==> config.mk <==
export PLATFORM = sky130hd
export DESIGN_NAME = cordic_iter_ctrl_flat
export DESIGN_NICKNAME = d
export VERILOG_FILES = /design/src/rtl/cordic_pkg.sv /design/src/rtl/cordic_iter_ctrl_if.sv /design/src/rtl/cordic_iter_step.sv /design/src/rtl/cordic_iter_ctrl.sv /design/src/flat_wrapper.sv
export SDC_FILE = /design/constraint.sdc
export NUM_CORES = 1
export LEC_CHECK = 0
export CAP_MARGIN = 10
export CELL_PAD_IN_SITES_DETAIL_PLACEMENT = 0
export CELL_PAD_IN_SITES_GLOBAL_PLACEMENT = 2
export CORE_UTILIZATION = 36
export DETAILED_ROUTE_END_ITERATION = 8
export GPL_ROUTABILITY_DRIVEN = 0
export PLACE_DENSITY_LB_ADDON = 0.05
export SLEW_MARGIN = 20
export SYNTH_ARGS = -nofsm -noshare
export SYNTH_HDL_FRONTEND = slang
export SYNTH_SLANG_ARGS = --single-unit
==> constraint.sdc <==
create_clock -name clock -period 6.6 [get_ports clock]
set_input_delay 0.66 -clock clock [delete_from_list [all_inputs] [get_ports clock]]
set_output_delay 0.66 -clock clock [all_outputs]
set_load 0.02 [all_outputs]
==> src/rtl/cordic_pkg.sv <==
// Shared types and constants for the iterative CORDIC sequencer.
// Provides the Q2.14 data type, the FSM state encoding, the rotation
// constants and the arctangent table used by the micro-rotation step.
package cordic_pkg;

   localparam int unsigned WIDTH    = 16;   // Q2.14, 1.0 = 16384
   localparam int unsigned ATAN_LEN = 16;   // entries in the atan table
   localparam int unsigned IDX_W    = 4;    // bits to index the atan table

   typedef logic signed [WIDTH-1:0] data_t;
   typedef logic [IDX_W-1:0]        idx_t;

   typedef enum logic [1:0] {
      IDLE = 2'd0,
      RUN  = 2'd1,
      DONE = 2'd2
   } state_t;

   // Initial x pre-scaled by the inverse CORDIC gain so the result is unit-length.
   localparam data_t K_INIT      = data_t'(9949);
   localparam data_t HALF_PI     = data_t'(25736);
   localparam data_t NEG_HALF_PI = data_t'(-25736);

   // atan(2^-i) in Q2.14.
   function automatic data_t atan_lut(input idx_t i);
      data_t v;
      unique case (i)
         4'd0:    v = data_t'(12868);
         4'd1:    v = data_t'(7596);
         4'd2:    v = data_t'(4014);
         4'd3:    v = data_t'(2037);
         4'd4:    v = data_t'(1023);
         4'd5:    v = data_t'(512);
         4'd6:    v = data_t'(256);
         4'd7:    v = data_t'(128);
         4'd8:    v = data_t'(64);
         4'd9:    v = data_t'(32);
         4'd10:   v = data_t'(16);
         4'd11:   v = data_t'(8);
         4'd12:   v = data_t'(4);
         4'd13:   v = data_t'(2);
         4'd14:   v = data_t'(1);
         default: v = data_t'(0);
      endcase
      return v;
   endfunction

   // True when the angle lies outside [-pi/2, +pi/2].
   function automatic logic angle_out_of_range(input data_t a);
      return (a > HALF_PI) || (a < NEG_HALF_PI);
   endfunction

   // Saturate the angle into the convergence domain of rotation-mode CORDIC.
   function automatic data_t clamp_angle(input data_t a);
      data_t r;
      if (a > HALF_PI) begin
         r = HALF_PI;
      end else if (a < NEG_HALF_PI) begin
         r = NEG_HALF_PI;
      end else begin
         r = a;
      end
      return r;
   endfunction

endpackage

==> src/rtl/cordic_iter_ctrl_if.sv <==
// Handshake bundle for the iterative CORDIC sequencer.
//   in_valid/in_ready/in_angle     : angle request channel (producer -> block)
//   out_valid/out_ready/out_cos/out_sin/out_sat : result channel (block -> consumer)
//   busy                           : operation in flight
// master = the environment (phase accumulator / mixer side), slave = the block.
interface cordic_iter_ctrl_if;
   import cordic_pkg::*;

   logic  in_valid;
   logic  in_ready;
   data_t in_angle;
   logic  out_valid;
   logic  out_ready;
   data_t out_cos;
   data_t out_sin;
   logic  out_sat;
   logic  busy;

   modport master (
      output in_valid, in_angle, out_ready,
      input  in_ready, out_valid, out_cos, out_sin, out_sat, busy
   );

   modport slave (
      input  in_valid, in_angle, out_ready,
      output in_ready, out_valid, out_cos, out_sin, out_sat, busy
   );

endinterface

==> src/rtl/cordic_iter_step.sv <==
// One combinational CORDIC micro-rotation in rotation mode.
//   x_i, y_i, z_i : current vector and residual angle (Q2.14)
//   shift_i       : iteration index i, used as the arithmetic shift amount
//   c_i           : atan(2^-i) for this iteration
//   x_c, y_c, z_c : rotated vector and updated residual angle
// Direction follows the sign of z: rotate toward driving the residual to zero.
module cordic_iter_step
   import cordic_pkg::*;
(
   input  data_t x_i,
   input  data_t y_i,
   input  data_t z_i,
   input  idx_t  shift_i,
   input  data_t c_i,
   output data_t x_c,
   output data_t y_c,
   output data_t z_c
);

   logic  neg_c;
   data_t x_sh_c;
   data_t y_sh_c;

   assign neg_c  = z_i[WIDTH-1];
   assign x_sh_c = x_i >>> shift_i;
   assign y_sh_c = y_i >>> shift_i;

   // d = +1 when z >= 0, -1 otherwise; sums wrap at WIDTH bits.
   assign x_c = neg_c ? data_t'(x_i + y_sh_c) : data_t'(x_i - y_sh_c);
   assign y_c = neg_c ? data_t'(y_i - x_sh_c) : data_t'(y_i + x_sh_c);
   assign z_c = neg_c ? data_t'(z_i + c_i)    : data_t'(z_i - c_i);

endmodule

==> src/rtl/cordic_iter_ctrl.sv <==
// Iterative CORDIC sequencer: computes cos/sin of one angle by reusing a
// single micro-rotation for ITER cycles, one operation in flight.
//   clock : system clock
//   reset : synchronous, active-high
//   bus   : slave side of the request/result handshake (see cordic_iter_ctrl_if)
// Flow: IDLE accepts and clamps an angle, RUN performs ITER rotations,
// DONE presents the result until the consumer takes it.
module cordic_iter_ctrl
   import cordic_pkg::*;
#(
   parameter int unsigned ITER = 16
)
(
   input  logic               clock,
   input  logic               reset,
   cordic_iter_ctrl_if.slave  bus
);

   // The iteration count is bounded by the atan table length.
   if (ITER < 1 || ITER > ATAN_LEN) begin : g_bad_iter
      $error("cordic_iter_ctrl: ITER must be in 1..%0d", ATAN_LEN);
   end

   localparam idx_t LAST_IDX = idx_t'(ITER - 1);

   state_t state_q,     state_d;
   idx_t   iter_q,      iter_d;
   data_t  x_q,         x_d;
   data_t  y_q,         y_d;
   data_t  z_q,         z_d;
   data_t  cos_q,       cos_d;
   data_t  sin_q,       sin_d;
   logic   sat_q,       sat_d;
   logic   out_valid_q, out_valid_d;
   logic   in_ready_q,  in_ready_d;
   logic   busy_q,      busy_d;

   data_t  x_step_c;
   data_t  y_step_c;
   data_t  z_step_c;

   // Shared micro-rotation datapath.
   cordic_iter_step u_step (
      .x_i     (x_q),
      .y_i     (y_q),
      .z_i     (z_q),
      .shift_i (iter_q),
      .c_i     (atan_lut(iter_q)),
      .x_c     (x_step_c),
      .y_c     (y_step_c),
      .z_c     (z_step_c)
   );

   // Next-state and next-output logic; every output is registered.
   always_comb begin
      state_d     = state_q;
      iter_d      = iter_q;
      x_d         = x_q;
      y_d         = y_q;
      z_d         = z_q;
      cos_d       = cos_q;
      sin_d       = sin_q;
      sat_d       = sat_q;
      out_valid_d = out_valid_q;
      in_ready_d  = in_ready_q;
      busy_d      = busy_q;

      unique case (state_q)
         IDLE: begin
            if (bus.in_valid) begin
               x_d        = K_INIT;
               y_d        = '0;
               z_d        = clamp_angle(bus.in_angle);
               sat_d      = angle_out_of_range(bus.in_angle);
               iter_d     = '0;
               state_d    = RUN;
               in_ready_d = 1'b0;
               busy_d     = 1'b1;
            end
         end

         RUN: begin
            x_d    = x_step_c;
            y_d    = y_step_c;
            z_d    = z_step_c;
            iter_d = idx_t'(iter_q + idx_t'(1));
            // Capture the final rotation straight into the result registers.
            if (iter_q == LAST_IDX) begin
               state_d     = DONE;
               cos_d       = x_step_c;
               sin_d       = y_step_c;
               out_valid_d = 1'b1;
            end
         end

         DONE: begin
            // in_ready stays low here, forcing one IDLE cycle between operations.
            if (bus.out_ready) begin
               state_d     = IDLE;
               out_valid_d = 1'b0;
               in_ready_d  = 1'b1;
               busy_d      = 1'b0;
            end
         end

         default: begin
            state_d     = IDLE;
            out_valid_d = 1'b0;
            in_ready_d  = 1'b1;
            busy_d      = 1'b0;
         end
      endcase
   end

   // State and output registers; reset aborts any operation in flight.
   always_ff @(posedge clock) begin
      if (reset) begin
         state_q     <= IDLE;
         iter_q      <= '0;
         x_q         <= '0;
         y_q         <= '0;
         z_q         <= '0;
         cos_q       <= '0;
         sin_q       <= '0;
         sat_q       <= 1'b0;
         out_valid_q <= 1'b0;
         in_ready_q  <= 1'b1;
         busy_q      <= 1'b0;
      end else begin
         state_q     <= state_d;
         iter_q      <= iter_d;
         x_q         <= x_d;
         y_q         <= y_d;
         z_q         <= z_d;
         cos_q       <= cos_d;
         sin_q       <= sin_d;
         sat_q       <= sat_d;
         out_valid_q <= out_valid_d;
         in_ready_q  <= in_ready_d;
         busy_q      <= busy_d;
      end
   end

   assign bus.in_ready  = in_ready_q;
   assign bus.out_valid = out_valid_q;
   assign bus.out_cos   = cos_q;
   assign bus.out_sin   = sin_q;
   assign bus.out_sat   = sat_q;
   assign bus.busy      = busy_q;

endmodule

==> src/flat_wrapper.sv <==
// flat-port wrapper written by rule: the top's interface ports become plain ports
module cordic_iter_ctrl_flat import cordic_pkg::*;
#(
   parameter int unsigned ITER = 16
)
  (clock, reset, bus_in_valid, bus_in_angle, bus_out_ready, bus_in_ready, bus_out_valid, bus_out_cos, bus_out_sin, bus_out_sat, bus_busy);
  cordic_iter_ctrl_if bus_i ();
  input  logic clock;
  input  logic reset;
  input wire logic [$bits(bus_i.in_valid)-1:0] bus_in_valid;
  input wire logic [$bits(bus_i.in_angle)-1:0] bus_in_angle;
  input wire logic [$bits(bus_i.out_ready)-1:0] bus_out_ready;
  output wire logic [$bits(bus_i.in_ready)-1:0] bus_in_ready;
  output wire logic [$bits(bus_i.out_valid)-1:0] bus_out_valid;
  output wire logic [$bits(bus_i.out_cos)-1:0] bus_out_cos;
  output wire logic [$bits(bus_i.out_sin)-1:0] bus_out_sin;
  output wire logic [$bits(bus_i.out_sat)-1:0] bus_out_sat;
  output wire logic [$bits(bus_i.busy)-1:0] bus_busy;
  assign bus_i.in_valid = bus_in_valid;
  assign bus_i.in_angle = bus_in_angle;
  assign bus_i.out_ready = bus_out_ready;
  assign bus_in_ready = bus_i.in_ready;
  assign bus_out_valid = bus_i.out_valid;
  assign bus_out_cos = bus_i.out_cos;
  assign bus_out_sin = bus_i.out_sin;
  assign bus_out_sat = bus_i.out_sat;
  assign bus_busy = bus_i.busy;
  cordic_iter_ctrl #(.ITER(ITER)) u_core (.clock(clock), .reset(reset), .bus(bus_i));
endmodule
==> Word-level counts from Yosys, hierarchy flattened <==
Memories as Yosys holds them, arrays and structs flattened. A register that Yosys moved wholly into a read port is not among the register bits.
Index checks and enable logic that the tools add are counted.
{ "word_totals": {"wordCells": 67, "inputBits": 20, "ram_bits": 0, "latchBits": 0, "mem_count": 1, "mem_bits_ro": 224, "out_inout_bits": 36, "register_bits": 90} }
{ "mem_list": {"columns": ["name", "depth", "width", "read_ports", "rd_clocked_by_memory_dff", "write_ports", "line_no", "source"], "rows": [
  ["(name not given)", 16, 14, 1, 1, 0, "cordic_pkg.sv:27", "unique case (i)"]
]} }
{ "classes": {"add_sub_neg": 7, "mux": 27, "multipliers": 0, "n_shift": 2, "n_reduce_logical": 9, "n_eq_ne": 6, "bitwise": 2, "order_cmp": 2, "div_mod_pow": 0} }
{ "op_table": {"columns": ["op", "n"], "rows": [
  ["2-to-1 mux 16 bit", 8],
  ["one-hot mux 16 bit (2 select lines)", 3],
  ["adder 16 bit", 3],
  ["subtractor 16 bit", 3],
  [">>> shifter 16 x 4 -> 16 bit", 2],
  ["> comparator 16 bit, second input constant", 1],
  ["< comparator 16 bit, second input constant", 1],
  ["2-to-1 mux 4 bit", 3],
  ["one-hot mux 1 bit (3 select lines)", 3],
  ["AND reduction 3 bit", 3],
  ["one-hot mux 4 bit (2 select lines)", 1],
  ["2-to-1 mux 2 bit", 3],
  ["one-hot mux 2 bit (3 select lines)", 1],
  ["AND reduction 2 bit", 3],
  ["2-to-1 mux 1 bit", 5],
  ["adder 4 x 1 -> 4 bit, second input constant", 1],
  ["equality test 4 bit, second input constant", 1],
  ["inequality test 2 bit, second input constant", 2],
  ["equality test 2 x 1 -> 1 bit, second input constant", 1],
  ["equality test 2 bit, second input constant", 1],
  ["zero test 2 bit", 1],
  ["inequality test 2 x 1 -> 1 bit, second input constant", 1],
  ["inverter 1 bit", 2],
  ["nonzero test 2 bit", 1],
  ["logical OR 1 bit", 1]
]} }

==> Depth between registers and ports, before layout <==
{ "depth": {"ltp_word": 5, "depth_mapped": 22, "ltp_nobuf": 19} }

==> Hierarchy <==
Synthesis repeated with hierarchy kept, for this count alone.
{ "unflattened": {"cells_unflattened": 1008, "hier_area_um2": 8414.3} }
{ "modules_own_cells": {"columns": ["mod", "area_per_inst_um2", "instances", "cells_each", "seq_area_each_um2"], "rows": [
  ["cordic_iter_step", 4307.9, 1, 559, 0.0],
  ["cordic_iter_ctrl", 4106.4, 1, 449, 2082.0]
]} }

==> Least setup slack after synthesis <==
OpenSTA, ideal clock, no wires.
{ "synth_path": {"kind": "register to register", "startpoint": "reg u_core.iter_q[2]", "endpoint": "reg u_core.y_q[15]", "n_path_buf": 4, "setup_ns": 0.137, "path_slack_ns": 2.032, "t_required_ns": 6.463, "stages_incl_launch_ff": 21, "arrival_time_ns": 4.431, "cell_sequence": "dfxtp_1 > clkbuf_1 > clkbuf_1 > clkbuf_1 > buf_1 > nand2_1 > o21ai_0 > ha_1 > nand3_1 > nor4_1 > nor2b_1 > nand2_1 > o311a_1 > ha_1 > a21o_1 > a21oi_1 > nor2_1 > a211oi_1 > nor2b_1 > a2111oi_0 > o31ai_1"} }
{ "synth_between": {"elab_chain_cells": 4, "elab_cells_between_ends": 5, "cone_classes": "add/sub: 2; shift: 1; mux: 2"} }
{ "synth_lines": {"columns": ["element", "line_no", "source"], "rows": [
  ["start, declared", "cordic_iter_ctrl.sv:27", "idx_t iter_q, iter_d;"],
  ["start signal, assigned", "cordic_iter_ctrl.sv:131", "iter_q <= iter_d;"],
  [">>> shifter 16 x 4 -> 16 bit (*)", "cordic_iter_step.sv:25", "assign x_sh_c = x_i >>> shift_i;"],
  ["adder 16 bit or subtractor 16 bit (tied branches)", "cordic_iter_step.sv:30", "assign y_c = neg_c ? data_t'(y_i - x_sh_c) : data_t'(y_i + x_sh_c);"],
  ["2-to-1 mux 16 bit (*)", "cordic_iter_step.sv:30", null],
  ["one-hot mux 16 bit (2 select lines) (*)", "cordic_iter_ctrl.sv:68", "unique case (state_q)"],
  ["end signal, assigned", "cordic_iter_ctrl.sv:133", "y_q <= y_d;"],
  ["end, declared", "cordic_iter_ctrl.sv:29", "data_t y_q, y_d;"]
]} }
Every way passes the cells marked *; elsewhere a longest branch is shown, timed or not.
A chain may end at the register's enable or synchronous reset.

==> Final worst setup path <==
{ "layout_path": {"startpoint": "reg u_core.iter_q[1]", "endpoint": "reg u_core.y_q[15]"} }
The elaborated chain is that of the path after synthesis.

==> flow_summary.toml <==
[power]
p_comb_frac = 0.605
p_clk_frac = 0.153
intPower_uw = 1860
power_leakage_uw = 0.00372
switching_power_uw = 1770
p_total_uw = 3630
pwr_density_cell_mw_per_mm2 = 373
sequentialPowerShare = 0.242
swShare = 0.488
irDropWorstVdd_v = 0.000180

[timing]
rsz0062_at_grt = "false"
fin_setup_tns_ps = 0
setup_violations = 0
worstMarginPinSlew_ps = 1050
worst_slack_ps = 1060
post-route-period-util = 0.839
max_freq_mhz = 181
fin_crit_ps = 5540
relSlewSlack = 0.295
slew_violations = 0
skew_ps = 9.20
finalHoldViolations = 0

[place]
preCtsSetupSlack_ps = 1090
place_area_mm2 = 0.00945
hpwl_um = 20900
io_buffers = 55

[floorplan]
coreArea_mm2 = 0.0235
initial_utilization = 0.367
io_pins = 56
die_w_um = 157
dieArea_mm2 = 0.0247
die_y_um = 157
rows = 56

[setup_path]
critPathCaptureType = "register"
critPathSlowestCell = "dfxtp_2"
cp.arrival_ps = 5770
crit_required_ps = 6830
start_kind = "register"
cp_cell_sequence = "mux4_2, a221oi_1, nand3_1, a2111oi_2, and2_1, nor3b_1, nor2_1, xor2_1, ha_1, a21o_1, a21o_1, a21oi_1, nor2_1, a211oi_1, nor2b_1, a2111oi_0, o31ai_1"
worstPathMaxFanout = 32
crit_type = "register to register"
cpPeakStageDelay_ps = 810

[yosys]
ys_seq_area_frac = 0.241
ys.flop_type = "dfxtp_1"
avgSynthCellArea_um2 = 7.84
postSynthCellCount = 1104
synth_seq_cells = 104
synth-edff-count = 0
yosys_warnings = 0
async_flop_share = 0
synth.distinct_cells = 77
syn_nets = 1185
netlist_area_mm2 = 0.00865

[clock_tree]
cts_sinks = 104
cts_buffers = 9
cts_buffer_depth = 2
clock_latency_ps = 360
holdBufCountCts = 0
cts_tree = "yes"
root_buffer = "clkbuf_16"
cts_setup_buffers = 0
clkSlewWorstSetupHoldPaths_ps = 80
cts_resized = 0
cts.htree.levels = 3

[grt]
grt_use_total = 0.239
grt_first_pass_wirelength_um = 45000
grt_max_degree = 56
grt_pass1_vias = 7773
antenna_found_initial = 0
overflow = 0

[detailed_routing]
drc_errors = 0
firstDrtPassIters = 5
num_vias = 8144
drt_iter0_drc = 530
ant_nets = 0
via_per_inst = 5.64
post_drt_wl_per_cell_um = 19.8
totalWireLength_um = 28600

[cells_and_area]
finish.instance_area_mm2 = 0.00975
nNetsFinal = 1202
fin_util = 0.414
final_layout_size_suffix_gt1_frac = 0.0826
insertedDiodeCount = 0
area_delta_synth_final_pct = 12.7

[run]
maxCapViolations = 0

[worst_hold_path]
hold_path_class = "register to register"

[status]
status = "finished clean"
-- final timing paths --
path | slack [ps] | to | start | cells after the start
worst max-delay path | 1060 | u_core.y_q[15] | u_core.iter_q[1] | 17
worst min-delay path | 460 | u_core.bus.out_sin[8] | u_core.bus.out_sin[8] | 2
worst max register to register | 1060 | u_core.y_q[15] | u_core.iter_q[1] | 17
worst min register to register | 460 | u_core.bus.out_sin[8] | u_core.bus.out_sin[8] | 2
-- through the flow --
step / hold WS (ps) / instances
6_report: 459 / 1445
5_1_grt: 478 / 1445
4_1_cts: 464 / 1445
3_5_place_dp: 449 / 1429
3_3_place_gp: 445 / 1429
2_1_floorplan: 463 / 1104
-- area by class of cell --
cell class              count  area, µm²
clock buffers               9        225
well taps                 319        399
flip-flops and latches    104       2080
multi-input cells         897       6150
fillers                  2499      13800
clock inverters             7       70.1
repair buffers             72        673
inverters                  37        139
-- logic make-up after synthesis --
group | share of synthesized area
AOI/OAI and AO/OA | 0.251
xor gates and xnor gates | 0.0739
adders and majority gates | 0.0908
buffers and inverters | 0.0493
DFF | 0.241
muxes | 0.0927
and+or+nand+nor | 0.202
-- per-layer routing --
layer,global-route usage,routed length (µm),vias up
li1,-,-,4069
met1,0.339,14100,3906
met2,0.384,13100,150
met3,0.0328,1090,19
met4,0.0453,354,0
met5,0,0,-
-- critical path: cells and delay by family (launching register included) --
kind	cells	cell delay (ps)
AO/OA/AOI/OAI	8	2370
AND/OR/NAND/NOR	6	1080
flip-flops	1	810
multiplexers	1	620
adder cells (fa/ha/maj)	1	350
XOR/XNOR	1	180
-- flip-flops by register name (all words and copies together) (netlist names) --
| signal | flops |
|---|---|
| u_core.iter_q | 4 |
| u_core.x_q | 16 |
| u_core.y_q | 16 |
| u_core.state_q | 2 |
| u_core.bus.busy | 1 |
| u_core.bus.out_cos | 16 |
| u_core.bus.in_ready | 1 |
| u_core.bus.out_valid | 1 |
| u_core.u_step.c_i | 14 |
| u_core.bus.out_sin | 16 |
| u_core.z_q | 16 |
| u_core.bus.out_sat | 1 |
-- cells in the mapped netlist, drive strengths merged (9+ instances only) --
library cell	number	area share
nor3	45	0.026
dfxtp	104	0.24
xor2	40	0.040
mux4	14	0.038
a22oi	12	0.010
a21oi	110	0.064
inv	36	0.016
xnor2	33	0.033
nand2	104	0.045
nand4	10	0.0090
buf	23	0.015
a31oi	23	0.017
a221oi	11	0.015
o21ai	42	0.025
ha	58	0.084
a211oi	27	0.023
a21o	22	0.019
o21a	10	0.0087
mux2i	20	0.025
clkbuf	43	0.019
o21bai	9	0.0078
nand3	30	0.017
nand2b	16	0.012
mux2	23	0.030
o22ai	11	0.0080
nor2b	11	0.0080
nor2	120	0.052
-- placed cells by master (no fill, tap or decap), types with 12 or more instances in the layout --
cell and n:
inv_1 35, a211oi_1 27, nand2b_1 16, dfxtp_1 102, a31oi_1 23, mux2i_1 19, buf_4 17, nor3_1 44
a21oi_1 109, xnor2_1 33, nand3_1 30, nand2_1 104, ha_1 58, clkdlybuf4s50_1 54, nor2_1 120, xor2_1 40
mux2_2 22, a21o_1 22, a22oi_1 12, o21ai_0 41
-- power groups by stage --
stage               sequential (µW)  combinational [µW]  clock, µW
detailed placement              892                2180          0
finish                          881                2200        555
global route                    890                2440        595
floorplan                       794                1680          0
CTS                             877                2190        573
global placement                896                2220          0
No activity file was read; power rests on OpenSTA's default activity.
